==> src/rtl/tinymips_pkg.sv <==
// Shared definitions for the TinyMIPS multicycle controller: opcodes, funct
// codes, ALU control words, ALU-op classes and the controller state encoding.
// Optional feature macro: TINYMIPS_ADDI_EN (adds the addi execute/writeback states).
package tinymips_pkg;

  // Instruction opcodes
  localparam logic [5:0] OP_RTYPE = 6'b000000;
  localparam logic [5:0] OP_LB    = 6'b100000;
  localparam logic [5:0] OP_SB    = 6'b101000;
  localparam logic [5:0] OP_BEQ   = 6'b000100;
  localparam logic [5:0] OP_J     = 6'b000010;
  localparam logic [5:0] OP_ADDI  = 6'b001000;

  // R-type function fields
  localparam logic [5:0] FUNCT_ADD = 6'b100000;
  localparam logic [5:0] FUNCT_SUB = 6'b100010;
  localparam logic [5:0] FUNCT_AND = 6'b100100;
  localparam logic [5:0] FUNCT_OR  = 6'b100101;
  localparam logic [5:0] FUNCT_SLT = 6'b101010;

  // ALU control words
  localparam logic [2:0] ALU_ADD = 3'b010;
  localparam logic [2:0] ALU_SUB = 3'b110;
  localparam logic [2:0] ALU_AND = 3'b000;
  localparam logic [2:0] ALU_OR  = 3'b001;
  localparam logic [2:0] ALU_SLT = 3'b111;

  // ALU operation class requested by the controller
  typedef enum logic [1:0] {
    ALUOP_ADD   = 2'b00,
    ALUOP_SUB   = 2'b01,
    ALUOP_FUNCT = 2'b10
  } aluop_t;

  // Controller states; the addi states sit at the end so they can drop out cleanly
  typedef enum logic [3:0] {
    FETCH1  = 4'd0,
    FETCH2  = 4'd1,
    FETCH3  = 4'd2,
    FETCH4  = 4'd3,
    DECODE  = 4'd4,
    MEMADR  = 4'd5,
    LBRD    = 4'd6,
    LBWR    = 4'd7,
    SBWR    = 4'd8,
    RTYPEEX = 4'd9,
    RTYPEWR = 4'd10,
    BEQEX   = 4'd11,
    JEX     = 4'd12
`ifdef TINYMIPS_ADDI_EN
    ,
    ADDIEX  = 4'd13,
    ADDIWR  = 4'd14
`endif
  } state_t;

endpackage

==> src/rtl/mips_controller_aludec.sv <==
// ALU decoder: maps the controller's ALU-op class and the R-type funct field
// onto the 3-bit ALU control word. Purely combinational.
module aludec
  import tinymips_pkg::*;
(
  input  aluop_t     aluop,
  input  logic [5:0] funct,
  output logic [2:0] alucont
);

  // Select ALU control from op class, falling back to add for anything unknown
  always_comb begin
    // NOTE: every combinational output gets a default first so no path leaves it unassigned (no latch).
    alucont = ALU_ADD;
    case (aluop)
      ALUOP_ADD: alucont = ALU_ADD;
      ALUOP_SUB: alucont = ALU_SUB;
      ALUOP_FUNCT: begin
        case (funct)
          FUNCT_ADD: alucont = ALU_ADD;
          FUNCT_SUB: alucont = ALU_SUB;
          FUNCT_AND: alucont = ALU_AND;
          FUNCT_OR:  alucont = ALU_OR;
          FUNCT_SLT: alucont = ALU_SLT;
          default:   alucont = ALU_ADD;
        endcase
      end
      default: alucont = ALU_ADD;
    endcase
  end

endmodule

==> src/rtl/mips_controller.sv <==
// Multicycle Moore control unit for the 8-bit TinyMIPS datapath. Sequences
// four byte fetches, decode, execute, memory and writeback, and drives every
// datapath enable/select plus the ALU control word.
// Optional feature macro: TINYMIPS_ADDI_EN (decode addi; otherwise it is a NOP).
module mips_controller
  import tinymips_pkg::*;
(
  input  logic       clk,
  input  logic       reset,
  input  logic [5:0] op,
  input  logic [5:0] funct,
  input  logic       zero,
  output logic       memread,
  output logic       memwrite,
  output logic       iord,
  output logic       alusrca,
  output logic [1:0] alusrcb,
  output logic       memtoreg,
  output logic       regdst,
  output logic       regwrite,
  output logic [3:0] irwrite,
  output logic [1:0] pcsource,
  output logic       pcen,
  output logic [2:0] alucont
);

  state_t state;
  state_t next_state;
  aluop_t aluop;
  logic   pcwrite;
  logic   branch;

  // State register with synchronous reset back to the first fetch cycle
  always_ff @(posedge clk) begin
    // NOTE: sequential state uses non-blocking assignment so every flop samples pre-edge values.
    if (reset) state <= FETCH1;
    else       state <= next_state;
  end

  // Next-state and Moore outputs; reset holds every strobe and select at zero
  always_comb begin
    next_state = FETCH1;
    memread    = 1'b0;
    memwrite   = 1'b0;
    iord       = 1'b0;
    alusrca    = 1'b0;
    alusrcb    = 2'b00;
    memtoreg   = 1'b0;
    regdst     = 1'b0;
    regwrite   = 1'b0;
    irwrite    = 4'b0000;
    pcsource   = 2'b00;
    pcwrite    = 1'b0;
    branch     = 1'b0;
    aluop      = ALUOP_ADD;
    if (!reset) begin
      case (state)
        FETCH1: begin
          memread = 1'b1; alusrcb = 2'b01; pcwrite = 1'b1; irwrite = 4'b0001;
          next_state = FETCH2;
        end
        FETCH2: begin
          memread = 1'b1; alusrcb = 2'b01; pcwrite = 1'b1; irwrite = 4'b0010;
          next_state = FETCH3;
        end
        FETCH3: begin
          memread = 1'b1; alusrcb = 2'b01; pcwrite = 1'b1; irwrite = 4'b0100;
          next_state = FETCH4;
        end
        FETCH4: begin
          memread = 1'b1; alusrcb = 2'b01; pcwrite = 1'b1; irwrite = 4'b1000;
          next_state = DECODE;
        end
        DECODE: begin
          // Precompute the branch target while the opcode is examined
          alusrcb = 2'b11;
          case (op)
            OP_LB, OP_SB: next_state = MEMADR;
            OP_RTYPE:     next_state = RTYPEEX;
            OP_BEQ:       next_state = BEQEX;
            OP_J:         next_state = JEX;
`ifdef TINYMIPS_ADDI_EN
            OP_ADDI:      next_state = ADDIEX;
`endif
            default:      next_state = FETCH1;  // illegal opcode retires as a NOP
          endcase
        end
        MEMADR: begin
          alusrca = 1'b1; alusrcb = 2'b10;
          next_state = (op == OP_SB) ? SBWR : LBRD;
        end
        LBRD: begin
          memread = 1'b1; iord = 1'b1;
          next_state = LBWR;
        end
        LBWR: begin
          regwrite = 1'b1; memtoreg = 1'b1;
          next_state = FETCH1;
        end
        SBWR: begin
          memwrite = 1'b1; iord = 1'b1;
          next_state = FETCH1;
        end
        RTYPEEX: begin
          alusrca = 1'b1; aluop = ALUOP_FUNCT;
          next_state = RTYPEWR;
        end
        RTYPEWR: begin
          regdst = 1'b1; regwrite = 1'b1;
          next_state = FETCH1;
        end
        BEQEX: begin
          alusrca = 1'b1; aluop = ALUOP_SUB; pcsource = 2'b01; branch = 1'b1;
          next_state = FETCH1;
        end
        JEX: begin
          pcsource = 2'b10; pcwrite = 1'b1;
          next_state = FETCH1;
        end
`ifdef TINYMIPS_ADDI_EN
        ADDIEX: begin
          alusrca = 1'b1; alusrcb = 2'b10;
          next_state = ADDIWR;
        end
        ADDIWR: begin
          regwrite = 1'b1;
          next_state = FETCH1;
        end
`endif
        default: next_state = FETCH1;
      endcase
    end
  end

  // PC loads unconditionally on pcwrite, or on a taken branch
  assign pcen = pcwrite | (branch & zero);

  aludec u_aludec (
    .aluop   (aluop),
    .funct   (funct),
    .alucont (alucont)
  );

endmodule

==> config.mk <==
export PLATFORM = sky130hd
export DESIGN_NAME = mips_controller
export DESIGN_NICKNAME = d
export VERILOG_FILES = /design/src/rtl/tinymips_pkg.sv /design/src/rtl/mips_controller_aludec.sv /design/src/rtl/mips_controller.sv
export SDC_FILE = /design/constraint.sdc
export NUM_CORES = 1
export LEC_CHECK = 0
export ABC_AREA = 0
export BUFFER_PORTS_ARGS = -buffer_cell sky130_fd_sc_hd__buf_2
export CORE_ASPECT_RATIO = 0.9
export CORE_MARGIN = 1
export CORE_UTILIZATION = 38
export CTS_CLUSTER_DIAMETER = 30
export DETAILED_ROUTE_END_ITERATION = 6
export PLACE_DENSITY = 0.81
export SLEW_MARGIN = 20
export SYNTH_ARGS = -nofsm -noshare
export SYNTH_HDL_FRONTEND = slang
export SYNTH_HIERARCHICAL = 1
export SYNTH_SLANG_ARGS = --single-unit
==> constraint.sdc <==
create_clock -name clk -period 4.6 [get_ports clk]
set_input_delay 0.92 -clock clk [delete_from_list [all_inputs] [get_ports clk]]
set_output_delay 0.92 -clock clk [all_outputs]
set_load 0.1 [all_outputs]
==> summary.txt, run 1 <==
Critical path
  • Worst Path Arrival: between 2 and 3 ns
  • Crit Path Class: in2out
  • CP endpoint kind: output port
  • Worst path required time: ~3.7 ns
  • Worst Path Max Fanout: 14
  • Startpoint types: input port

Die
  • Initial Utilization: about 42%
  • Core footprint: 0.001480 mm^2
  • Die X: between 40 and 50 um
  • Die Ht: approximately 40 um
  • DIE AREA: about 0.0018 mm^2
  • Boundary Pins: 34
  • Row count: 13

Cells and area
  • Max reg flops: 4
  • Area delta synth->final: 30.89%
  • Diode count: 0
  • Register Area: ~80 um^2
  • Multi-input combinational cell area: approximately 500 um^2
  • Number of fill cells: about 160
  • Post-route cell area: between 800 and 900 um^2
  • Largest reg by FF count: state
  • Biggest regs: state: 4 flops
  • Final net count: ~130
  • Fraction of layout cells with a size suffix above 1: a little under half

Global routing
  • Initial antenna violation count: 0
  • Global-route wire length before repair: between 2 and 2.5 mm
  • Number of global-route vias before repair: between 500 and 600
  • Total GRT Usage: approximately 16%
  • GRT Max-Usage Layer: met2
  • Met3 usage: under 10%
  • Global route overflow: 0
  • Routing usage on met2: between 30% and 40%
  • Largest net degree at the start of global routing: 17
  • Grt met1 use: roughly 18%

Clocking
  • Cts repair resizes: 0
  • Longest Clk Path Bufs: 2
  • Sink Count: 4
  • Worst skew pair latency: around 0.23 ns
  • Clock buffer count from CTS: 3
  • Clk root buf: clkbuf_4
  • CTS tree: built
  • # Post-CTS Setup Buffers: 0
  • H-Tree Depth: 1
  • CTS clk-pin slew, worst paths: 0.04 ns
  • Hold Buf Count CTS: 0

Pwr
  • Lkg Pwr: between 0.3 and 0.4 nW
  • Cell Int Power: 0.00009587 W
  • Pwr/cell area: ~240 mW/mm^2
  • NetSw: about 0.0001 W
  • Sw frac: between 50% and 60%
  • Sequential share of power: 25.9%
  • Clk pwr share: 21.4%
  • Logic pwr share: between 50% and 60%
  • Worst vdd ir: around 140 uV

Logic synthesis
  • Yosys reg bits: 4
  • Synth area leader: dfxtp_1
  • Count of different cell masters after synthesis: 38
  • Post-synthesis async set-or-reset flop share: 0%
  • Mapped Cells: between 80 and 90
  • Post-synth EDFFs: 0
  • Synth top area cells: dfxtp_1 13%, nor3_1 8.9%, nand2b_1 5.1%, a21oi_1 4.9%, nor2_1 4.9%
  • Post-synth top cells: 11 x nor3_1, 8 x nor2_1, 6 x a21oi_1
  • Share of the synthesized area in the top cell type: 13.01%
  • Synthesized net count: slightly below 100
  • Syn Area/Cell: ~7.5 um^2
  • Cell area after synthesis: just over 600 um^2
  • Ys flop type: dfxtp_1
  • Most common cell in the netlist: nor3_1
  • Sequential area share after synthesis: a little over an eighth
  • Ys Warns: 6

Timing
  • Final min period: 3.614 ns
  • Max-Slew Margin vs Limit: between 60% and 70%
  • Worst-Margin Slew: between 0.4 and 0.5 ns
  • Final hold violations: 0
  • Final setup violating endpoints: 0
  • Unrepaired setup endpoints after global routing: false
  • Fmax: 276.7 MHz
  • Max Slew Vio Count: 0
  • Fin crit share: around four fifths
  • Layout Skew: 0.001157 ns
  • Setup TNS: 0 ns

Detailed routing
  • Via density: 5.388
  • TritonRoute pass-1 iters: 4
  • Vias after detailed routing: 722
  • Final antenna-violating net count: 0
  • # DRC: 0
  • Initial DRC count: 7
  • Routed len/inst: around 11 um
  • Drt total wl: 1.486 mm

Placement
  • GPL Wtd Cong: about 0.80
  • Port bufs: 33
  • Area post-placement: 783.3 um^2
  • Post-DP HPWL: ~1.2 mm

Outcome
  • Status: complete, no violations

Worst hold path
  • Hold Crit Class: reg2reg

Run
  • Max Cap Viol: 0
==> kinds of logic after synthesis <==
kind of cell               Yosys count  share of synthesized area [%]
and+or+nand+nor                     43                          47.56
xor gates and xnor gates             1                          1.423
DFF                                  4                          13.01
adders and majority gates            2                          4.064
AOI/OAI and AO/OA                   21                          23.99
muxes                                1                          1.829
buffers and inverters               10                          8.129
==> path summary, 6_finish.rpt <==
| check | to | from | cells past startpoint | slack, ns |
|---|---|---|---|---|
| min reg2reg | state[2]$_SDFF_PP0_ | state[2]$_SDFF_PP0_ | 2 | 0.72 |
| max | alucont[2] | reset | 7 | 0.99 |
| max reg2reg | state[0]$_SDFF_PP0_ | state[1]$_SDFF_PP0_ | 4 | 3.13 |
| min | state[2]$_SDFF_PP0_ | state[2]$_SDFF_PP0_ | 2 | 0.72 |
==> stage by stage <==
stage / setup slack [ns] / std cells / util (%) / hold slack [ns] / power (W)
global route: 0.8517 / 134 / 54.44 / 0.7835 / 0.0002099
floorplan: 0.2108 / 82 / - / 0.6348 / 0.0001360
detailed placement: 0.9935 / 131 / 52.92 / 0.7013 / 0.0001545
finish: 0.9856 / 134 / 54.44 / 0.7189 / 0.0001970
global placement: 1.081 / 131 / 52.92 / 0.7115 / 0.0001539
CTS: 0.9798 / 134 / 54.44 / 0.7133 / 0.0001992
==> critical path, stage by stage <==
cell and delay [ns]:
buf_2 0.17, nor3_1 0.33, inv_1 0.08, ha_1 0.34
nand4bb_1 0.24, o22ai_1 0.15, buf_2 0.44
==> power by group through the flow <==
stage	registers (W)	logic, W	clock network [W]
after global routing	0.0000516	0.000110	0.0000483
after CTS	0.0000503	0.000104	0.0000449
after global placement	0.0000510	0.000103	0
final	0.0000509	0.000104	0.0000421
after detailed placement	0.0000509	0.000104	0
after floorplan	0.0000417	0.0000944	0
==> layer usage <==
layer | routed length (um) | vias to the layer above
met5 | 0 | -
met4 | 0 | 0
met3 | 54 | 0
met2 | 780 | 19
met1 | 651 | 336
li1 | - | 367
==> cell type report <==
cell class / instances / area share [%]
multi-input cells: 68 / 61.49
well taps: 22 / 3.416
flip-flops and latches: 4 / 9.938
inverters: 4 / 1.863
repair buffers: 33 / 20.50
clock buffers: 3 / 2.795
==> cell usage in the layout, fill, tap and decap left out, drive strengths merged <==
| master | Yosys | final |
|---|---|---|
| a2111oi | 1 | 1 |
| nand2b | 5 | 5 |
| or2 | 1 | 1 |
| nand2 | 2 | 2 |
| o21bai | 1 | 1 |
| nor3b | 1 | 1 |
| nor2b | 1 | 1 |
| nand4bb | 3 | 3 |
| a31oi | 3 | 3 |
| nor4bb | 1 | 1 |
| nor3 | 11 | 11 |
| o21a | 1 | 1 |
| nand4b | 1 | 1 |
| and3b | 1 | 1 |
| nand3 | 1 | 1 |
| a31o | 2 | 2 |
| ha | 2 | 2 |
| clkbuf | 0 | 3 |
| o21ai | 1 | 1 |
| mux2 | 1 | 1 |
| a21oi | 6 | 6 |
| xor2 | 1 | 1 |
| inv | 4 | 4 |
| or3b | 1 | 1 |
| o22ai | 2 | 2 |
| o211ai | 1 | 1 |
| buf | 6 | 33 |
| a211oi | 1 | 1 |
| or3 | 2 | 2 |
| o21ba | 1 | 1 |
| a221oi | 1 | 1 |
| nor4b | 1 | 1 |
| dfxtp | 4 | 4 |
| nor2 | 10 | 10 |
| nor4 | 1 | 1 |
No activity file was read; power rests on OpenSTA's default activity.
==> run 2, diff against run 1 <==
clock period = 3.4 ns   (was 4.6 ns; I/O delays follow)
==> run 2 against run 1 <==
Sequential power grew 32%. Setup slack lost 0.71 ns. Worst hold slack gained 0.0077 ns. Global-route usage grew 2.0 points. Cell count grew 1.5%. Count of clock-buffer cells in the layout is the same.
==> summary.txt, run 2 (synthesized netlist as in run 1, its figures left out) <==
Outcome
  • Status: complete, no violations

Timing
  • Fmax: approximately 320 MHz
  • Final setup violating endpoints: 0 (unchanged)
  • Worst-Margin Slew: 0.4940 ns (+0.002709 ns)
  • Max-Slew Margin vs Limit: 67.30% (-0.18 points)
  • Layout Skew: 0.005504 ns (+0.004347 ns)
  • Final hold violations: 0 (unchanged)
  • Final min period: about 3.1 ns
  • Setup TNS: 0 ns (unchanged)
  • Fin crit share: 91.82%
  • Unrepaired setup endpoints after global routing: false
  • Max Slew Vio Count: 0 (unchanged)

Clocking
  • Longest Clk Path Bufs: 2 (unchanged)
  • CTS clk-pin slew, worst paths: 0.03 ns (about the same)
  • H-Tree Depth: 1 (unchanged)
  • Clk root buf: clkbuf_4
  • Clock buffer count from CTS: 3 (unchanged)
  • CTS tree: built
  • Cts repair resizes: 0 (unchanged)
  • Worst skew pair latency: 0.23 ns (about the same)
  • Sink Count: 4 (unchanged)
  • # Post-CTS Setup Buffers: 0 (unchanged)
  • Hold Buf Count CTS: 0 (unchanged)

Cells and area
  • Largest reg by FF count: state
  • Register Area: 80.08 um^2 (unchanged)
  • Most common cell after layout, fill and taps aside: buf_2
  • Fraction of layout cells with a size suffix above 1: 48.25% (+2.7 points)
  • Post-route cell area: 837.1 um^2 (+3.9%)
  • Biggest regs: state: 4 flops
  • Final net count: 133 (+1.5%)
  • Diode count: 0 (unchanged)
  • Util after Layout: 56.55% (+2.1 points)
  • Multi-input combinational cell area: 506.7 um^2 (+2.3%)
  • Highest-count cells in the layout ignoring fill and taps: 31 x buf_2, 8 x nor2_1, 8 x nor3_1
  • Post-Layout Cell Count: 136 (+1.5%)
  • Max reg flops: 4 (unchanged)
  • Area delta synth->final: 35.98%
  • Number of fill cells: 147 (-5.2%)

Die
  • Initial Utilization: 41.59% (unchanged)
  • DIE AREA: 0.001785 mm^2 (unchanged)
  • Core footprint: 0.001480 mm^2 (unchanged)
  • Die Ht: 40.19 um (unchanged)
  • Row count: 13 (unchanged)
  • Die X: 44.43 um (unchanged)
  • Boundary Pins: 34 (unchanged)

Critical path
  • Worst Path Arrival: 2.44 ns (-0.25 ns)
  • Crit path max-delay cell type: dfxtp_1
  • Startpoint types: register
  • Reg-to-reg startpoint: state[2]$_SDFF_PP0_
  • CP bufs+invs: 2 (-1)
  • Crit Path Class: reg2out
  • Worst Setup SP: state[1]$_SDFF_PP0_
  • R2R setup slack: 1.91 ns (-1.22 ns)
  • Register-to-Register Path Depth: 4 (unchanged)
  • CP peak stage delay: 0.57 ns (+0.13 ns)
  • CP top delay family: simple AND/OR/NAND/NOR gates
  • R2R Path End: state[1]$_SDFF_PP0_
  • Cell depth of the worst setup path: 7 (unchanged)
  • Worst-path cell chain: nand2_2, nor3_1, inv_1, ha_1, nand4bb_1, o22ai_1, clkbuf_4
  • Worst path required time: 2.72 ns (-0.96 ns)
  • Worst Path Max Fanout: 12 (-2)
  • CP endpoint kind: output port

Detailed routing
  • Initial DRC count: 23 (+16)
  • Routed len/inst: 11.63 um (+4.9%)
  • Final antenna-violating net count: 0 (unchanged)
  • # DRC: 0 (unchanged)
  • Drt total wl: 1.582 mm (+6.5%)
  • Vias after detailed routing: 723 (+0.14%)
  • TritonRoute pass-1 iters: 4 (unchanged)
  • Via density: 5.316 (-1.3%)

Worst hold path
  • Hold Crit Class: reg2reg
  • Hold Path Stages: 4 (+2)
  • Worst Hold Launch: state[3]$_SDFF_PP0_
  • Hold Crit Endpoint: state[1]$_SDFF_PP0_

Global routing
  • Global-route wire length before repair: 2.428 mm (+18%)
  • Global route overflow: 0 (unchanged)
  • Largest net degree at the start of global routing: 15 (-2)
  • Initial antenna violation count: 0 (unchanged)
  • Total GRT Usage: 18.38% (+2.0 points)
  • Number of global-route vias before repair: 564 (+6.4%)

Run
  • Max Cap Viol: 0 (unchanged)

Placement
  • GPL Wtd Cong: 0.8119 (+1.4%)
  • Post-DP HPWL: 1.280 mm (+9.9%)
  • Placed insts: 133 (+1.5%)
  • Area post-placement: 809.5 um^2 (+3.4%)
  • Port bufs: 33 (unchanged)

Pwr
  • Pwr/cell area: 322.6 mW/mm^2 (+32%)
  • Lkg Pwr: 0.3578 nW (+3.9%)
  • Worst vdd ir: 231.2 uV (+64%)
  • Overall Power: 0.0002700 W (+37%)
## run 2: cell types whose count changed in the layout (fill, tap and decap cells not counted), sizes merged
| cell | change |
|---|---|
| clkbuf | +2 |
## run 2: worst register-to-register path: cells and delay by family, from the launching register on
family / cells / cell delay (ns)
flops: 1 / 0.59
compound gates: 1 / 0.12
simple gates: 3 / 0.72
## run 2: metrics by stage
step                      setup slack [ns]  hold WS (ns)
after floorplan                    -0.5092        0.6348
after global placement              0.3654        0.7186
after detailed placement            0.2507        0.7225
after CTS                           0.1684        0.7313
after global routing               0.07946        0.7642
final                               0.2783        0.7267
## run 2: worst max path at each step
stage,endpoint
finish,alucont[2]
detailed placement,alucont[0]
floorplan,alucont[2]
global placement,alucont[2]
global route,alucont[0]
CTS,alucont[0]
## run 2: power by group
group	internal [W]	switching, W	leakage [nW]
Sequential	0.0000521	0.0000149	0.0329
Combinational	0.0000404	0.000106	0.311
Clock	0.0000393	0.0000171	0.0138
## run 2: area by class of cell
type / count / area share, %
Sequential cell: 4 / 9.567
Tap cell: 22 / 3.288
Clock buffer: 3 / 2.691
Timing Repair Buffer: 35 / 22.12
Inverter: 4 / 1.794
Multi-Input combinational cell: 68 / 60.54
## run 2: layer usage
| metal | vias up | track usage [%] | share of wire [%] |
|---|---|---|---|
| met5 | - | 0 | 0 |
| met4 | 0 | 5.303 | 0 |
| met3 | 0 | 4.054 | 5.4 |
| met2 | 27 | 27.94 | 48 |
| met1 | 323 | 25.93 | 47 |
| li1 | 373 | - | - |
==> run 3, diff against run 2 <==
REMOVE_ABC_BUFFERS = 1   (was default)
==> run 3 against run 2 <==
Via count is 4.4% higher. Power is 0.74% higher. Global-route usage is 0.11 points lower. Sequential cell count stayed put. Fmax is 3.0% lower. First-iteration DRC count is 26% lower. Sequential share of layout area is 0.22 points higher. Largest cell class unchanged. Largest power group unchanged. Highest routed layer unchanged.
==> summary.txt, run 3 (synthesized netlist as in run 1, its figures left out) <==
Clocking
  • Cts repair resizes: 0 (unchanged)
  • Clock buffer count from CTS: 3 (unchanged)
  • CTS clk-pin slew, worst paths: 0.04 ns (about the same)
  • # Post-CTS Setup Buffers: 0 (unchanged)
  • Hold Buf Count CTS: 0 (unchanged)
  • Worst skew pair latency: 0.24 ns (about the same)
  • Sink Count: 4 (unchanged)
  • H-Tree Depth: 1 (unchanged)
  • Clk root buf: clkbuf_4
  • Longest Clk Path Bufs: 2 (unchanged)
  • CTS tree: built

Global routing
  • Initial antenna violation count: 0 (unchanged)
  • Largest net degree at the start of global routing: 16 (+1)
  • Global route overflow: 0 (unchanged)
  • Total GRT Usage: 18.26% (-0.11 points)
  • Global-route wire length before repair: 2.394 mm (-1.4%)
  • Number of global-route vias before repair: 605 (+7.3%)

Critical path
  • R2R setup slack: 1.98 ns (+0.07 ns)
  • Worst Path Arrival: 2.54 ns (+0.10 ns)
  • Worst path required time: 2.72 ns (about the same)
  • Startpoint types: register
  • Worst Path Max Fanout: 12 (unchanged)
  • R2R Path End: state[0]$_SDFF_PP0_
  • Register-to-Register Path Depth: 4 (unchanged)
  • Reg-to-reg startpoint: state[1]$_SDFF_PP0_
  • CP endpoint kind: output port
  • Crit Path Class: reg2out

Placement
  • Post-DP HPWL: 1.178 mm (-8.0%)
  • Placed insts: 134 (+0.75%)
  • Area post-placement: 795.8 um^2 (-1.7%)
  • GPL Wtd Cong: 0.8230 (+1.4%)
  • Port bufs: 33 (unchanged)

Worst hold path
  • Worst Hold Launch: state[3]$_SDFF_PP0_
  • Hold Crit Class: reg2reg
  • Hold Crit Endpoint: state[1]$_SDFF_PP0_
  • Hold Path Stages: 4 (unchanged)

Pwr
  • Pwr/cell area: 332.5 mW/mm^2 (+3.1%)
  • Worst vdd ir: 368.4 uV (+59%)
  • Lkg Pwr: 0.3598 nW (+0.58%)

Die
  • Row count: 13 (unchanged)
  • Core footprint: 0.001480 mm^2 (unchanged)
  • Die Ht: 40.19 um (unchanged)
  • Initial Utilization: 41.59% (unchanged)
  • Die X: 44.43 um (unchanged)
  • DIE AREA: 0.001785 mm^2 (unchanged)
  • Boundary Pins: 34 (unchanged)

Cells and area
  • Biggest regs: state: 4 flops
  • Util after Layout: 55.28% (-1.3 points)
  • Highest-count cells in the layout ignoring fill and taps: 33 x buf_2, 11 x nor3_1, 8 x nor2_1
  • Largest reg by FF count: state
  • Final net count: 134 (+0.75%)
  • Area delta synth->final: 32.93%
  • Most common cell after layout, fill and taps aside: buf_2
  • Post-Layout Cell Count: 137 (+0.74%)
  • Max reg flops: 4 (unchanged)
  • Number of fill cells: 139 (-5.4%)
  • Diode count: 0 (unchanged)
  • Fraction of layout cells with a size suffix above 1: 45.22% (-3.0 points)
  • Post-route cell area: 818.3 um^2 (-2.2%)

Timing
  • Max-Slew Margin vs Limit: 67.22% (-0.073 points)
  • Unrepaired setup endpoints after global routing: false
  • Fin crit share: 94.70% (+2.9 points)
  • Setup TNS: 0 ns (unchanged)
  • Final hold violations: 0 (unchanged)
  • Worst-Margin Slew: 0.4951 ns (+0.001097 ns)
  • Layout Skew: 0.008956 ns (+0.003452 ns)
  • Fmax: 310.6 MHz (-3.0%)
  • Max Slew Vio Count: 0 (unchanged)
  • Final min period: 3.220 ns (+0.09807 ns)
  • Final setup violating endpoints: 0 (unchanged)

Detailed routing
  • Routed len/inst: 11.50 um (-1.2%)
  • Final antenna-violating net count: 0 (unchanged)
  • Initial DRC count: 17 (-26%)
  • # DRC: 0 (unchanged)
  • TritonRoute pass-1 iters: 4 (unchanged)
  • Drt total wl: 1.575 mm (-0.44%)
  • Vias after detailed routing: 755 (+4.4%)
  • Via density: 5.511 (+3.7%)

Run
  • Max Cap Viol: 0 (unchanged)

Outcome
  • Status: complete, no violations
-- run 3: through the flow --
| step | hold slack (ns) | power [W] | setup slack (ns) |
|---|---|---|---|
| 2_1_floorplan | 0.6307 | 0.0001771 | -2.439 |
| 3_3_place_gp | 0.6963 | 0.0002111 | 0.3666 |
| 3_5_place_dp | 0.6989 | 0.0002128 | 0.2797 |
| 4_1_cts | 0.7125 | 0.0002738 | 0.1770 |
| 5_1_grt | 0.7405 | 0.0002882 | 0.01070 |
| 6_report | 0.7143 | 0.0002720 | 0.1802 |
-- run 3: cell type report --
cell class                      count  area (um^2)  area share (%)
Tap cell                           22        27.53           3.364
Multi-Input combinational cell     68        485.5           59.33
Inverter                            4        15.01           1.835
Sequential cell                     4        80.08           9.786
Clock buffer                        3        22.52           2.752
Timing Repair Buffer               36        187.7           22.94
-- run 3: metal layers --
layer	up-vias	share of wire, %	GRT usage (%)	wire length, um
met1	350	42	19.00	661
met3	0	7.9	5.856	124
met4	0	0	2.273	0
met2	30	50	37.13	790
li1	375	-	-	-
met5	-	0	0	0
-- run 3: how the worst max path moves through the flow --
stage,from,end,cells past startpoint
finish,state[1]$_SDFF_PP0_,alucont[2],7
floorplan,reset,alucont[1],5
CTS,state[1]$_SDFF_PP0_,alucont[2],7
detailed placement,reset,alucont[2],7
global route,state[1]$_SDFF_PP0_,alucont[0],7
global placement,reset,alucont[2],7
-- run 3: where the power goes --
group | switching (W) | internal, W | leakage [nW] | total, W
sequential | 0.00000928 | 0.0000520 | 0.0329 | 0.0000613
combinational | 0.000110 | 0.0000417 | 0.313 | 0.000152
clock | 0.0000196 | 0.0000395 | 0.0138 | 0.0000591
-- run 3: critical path: stages, from the launching register on --
cell       delay [ns]
dfxtp_1          0.57
nand2_2          0.14
nor3_1           0.33
inv_1            0.08
ha_1             0.35
nand4bb_1        0.25
o22ai_1          0.14
buf_2            0.44
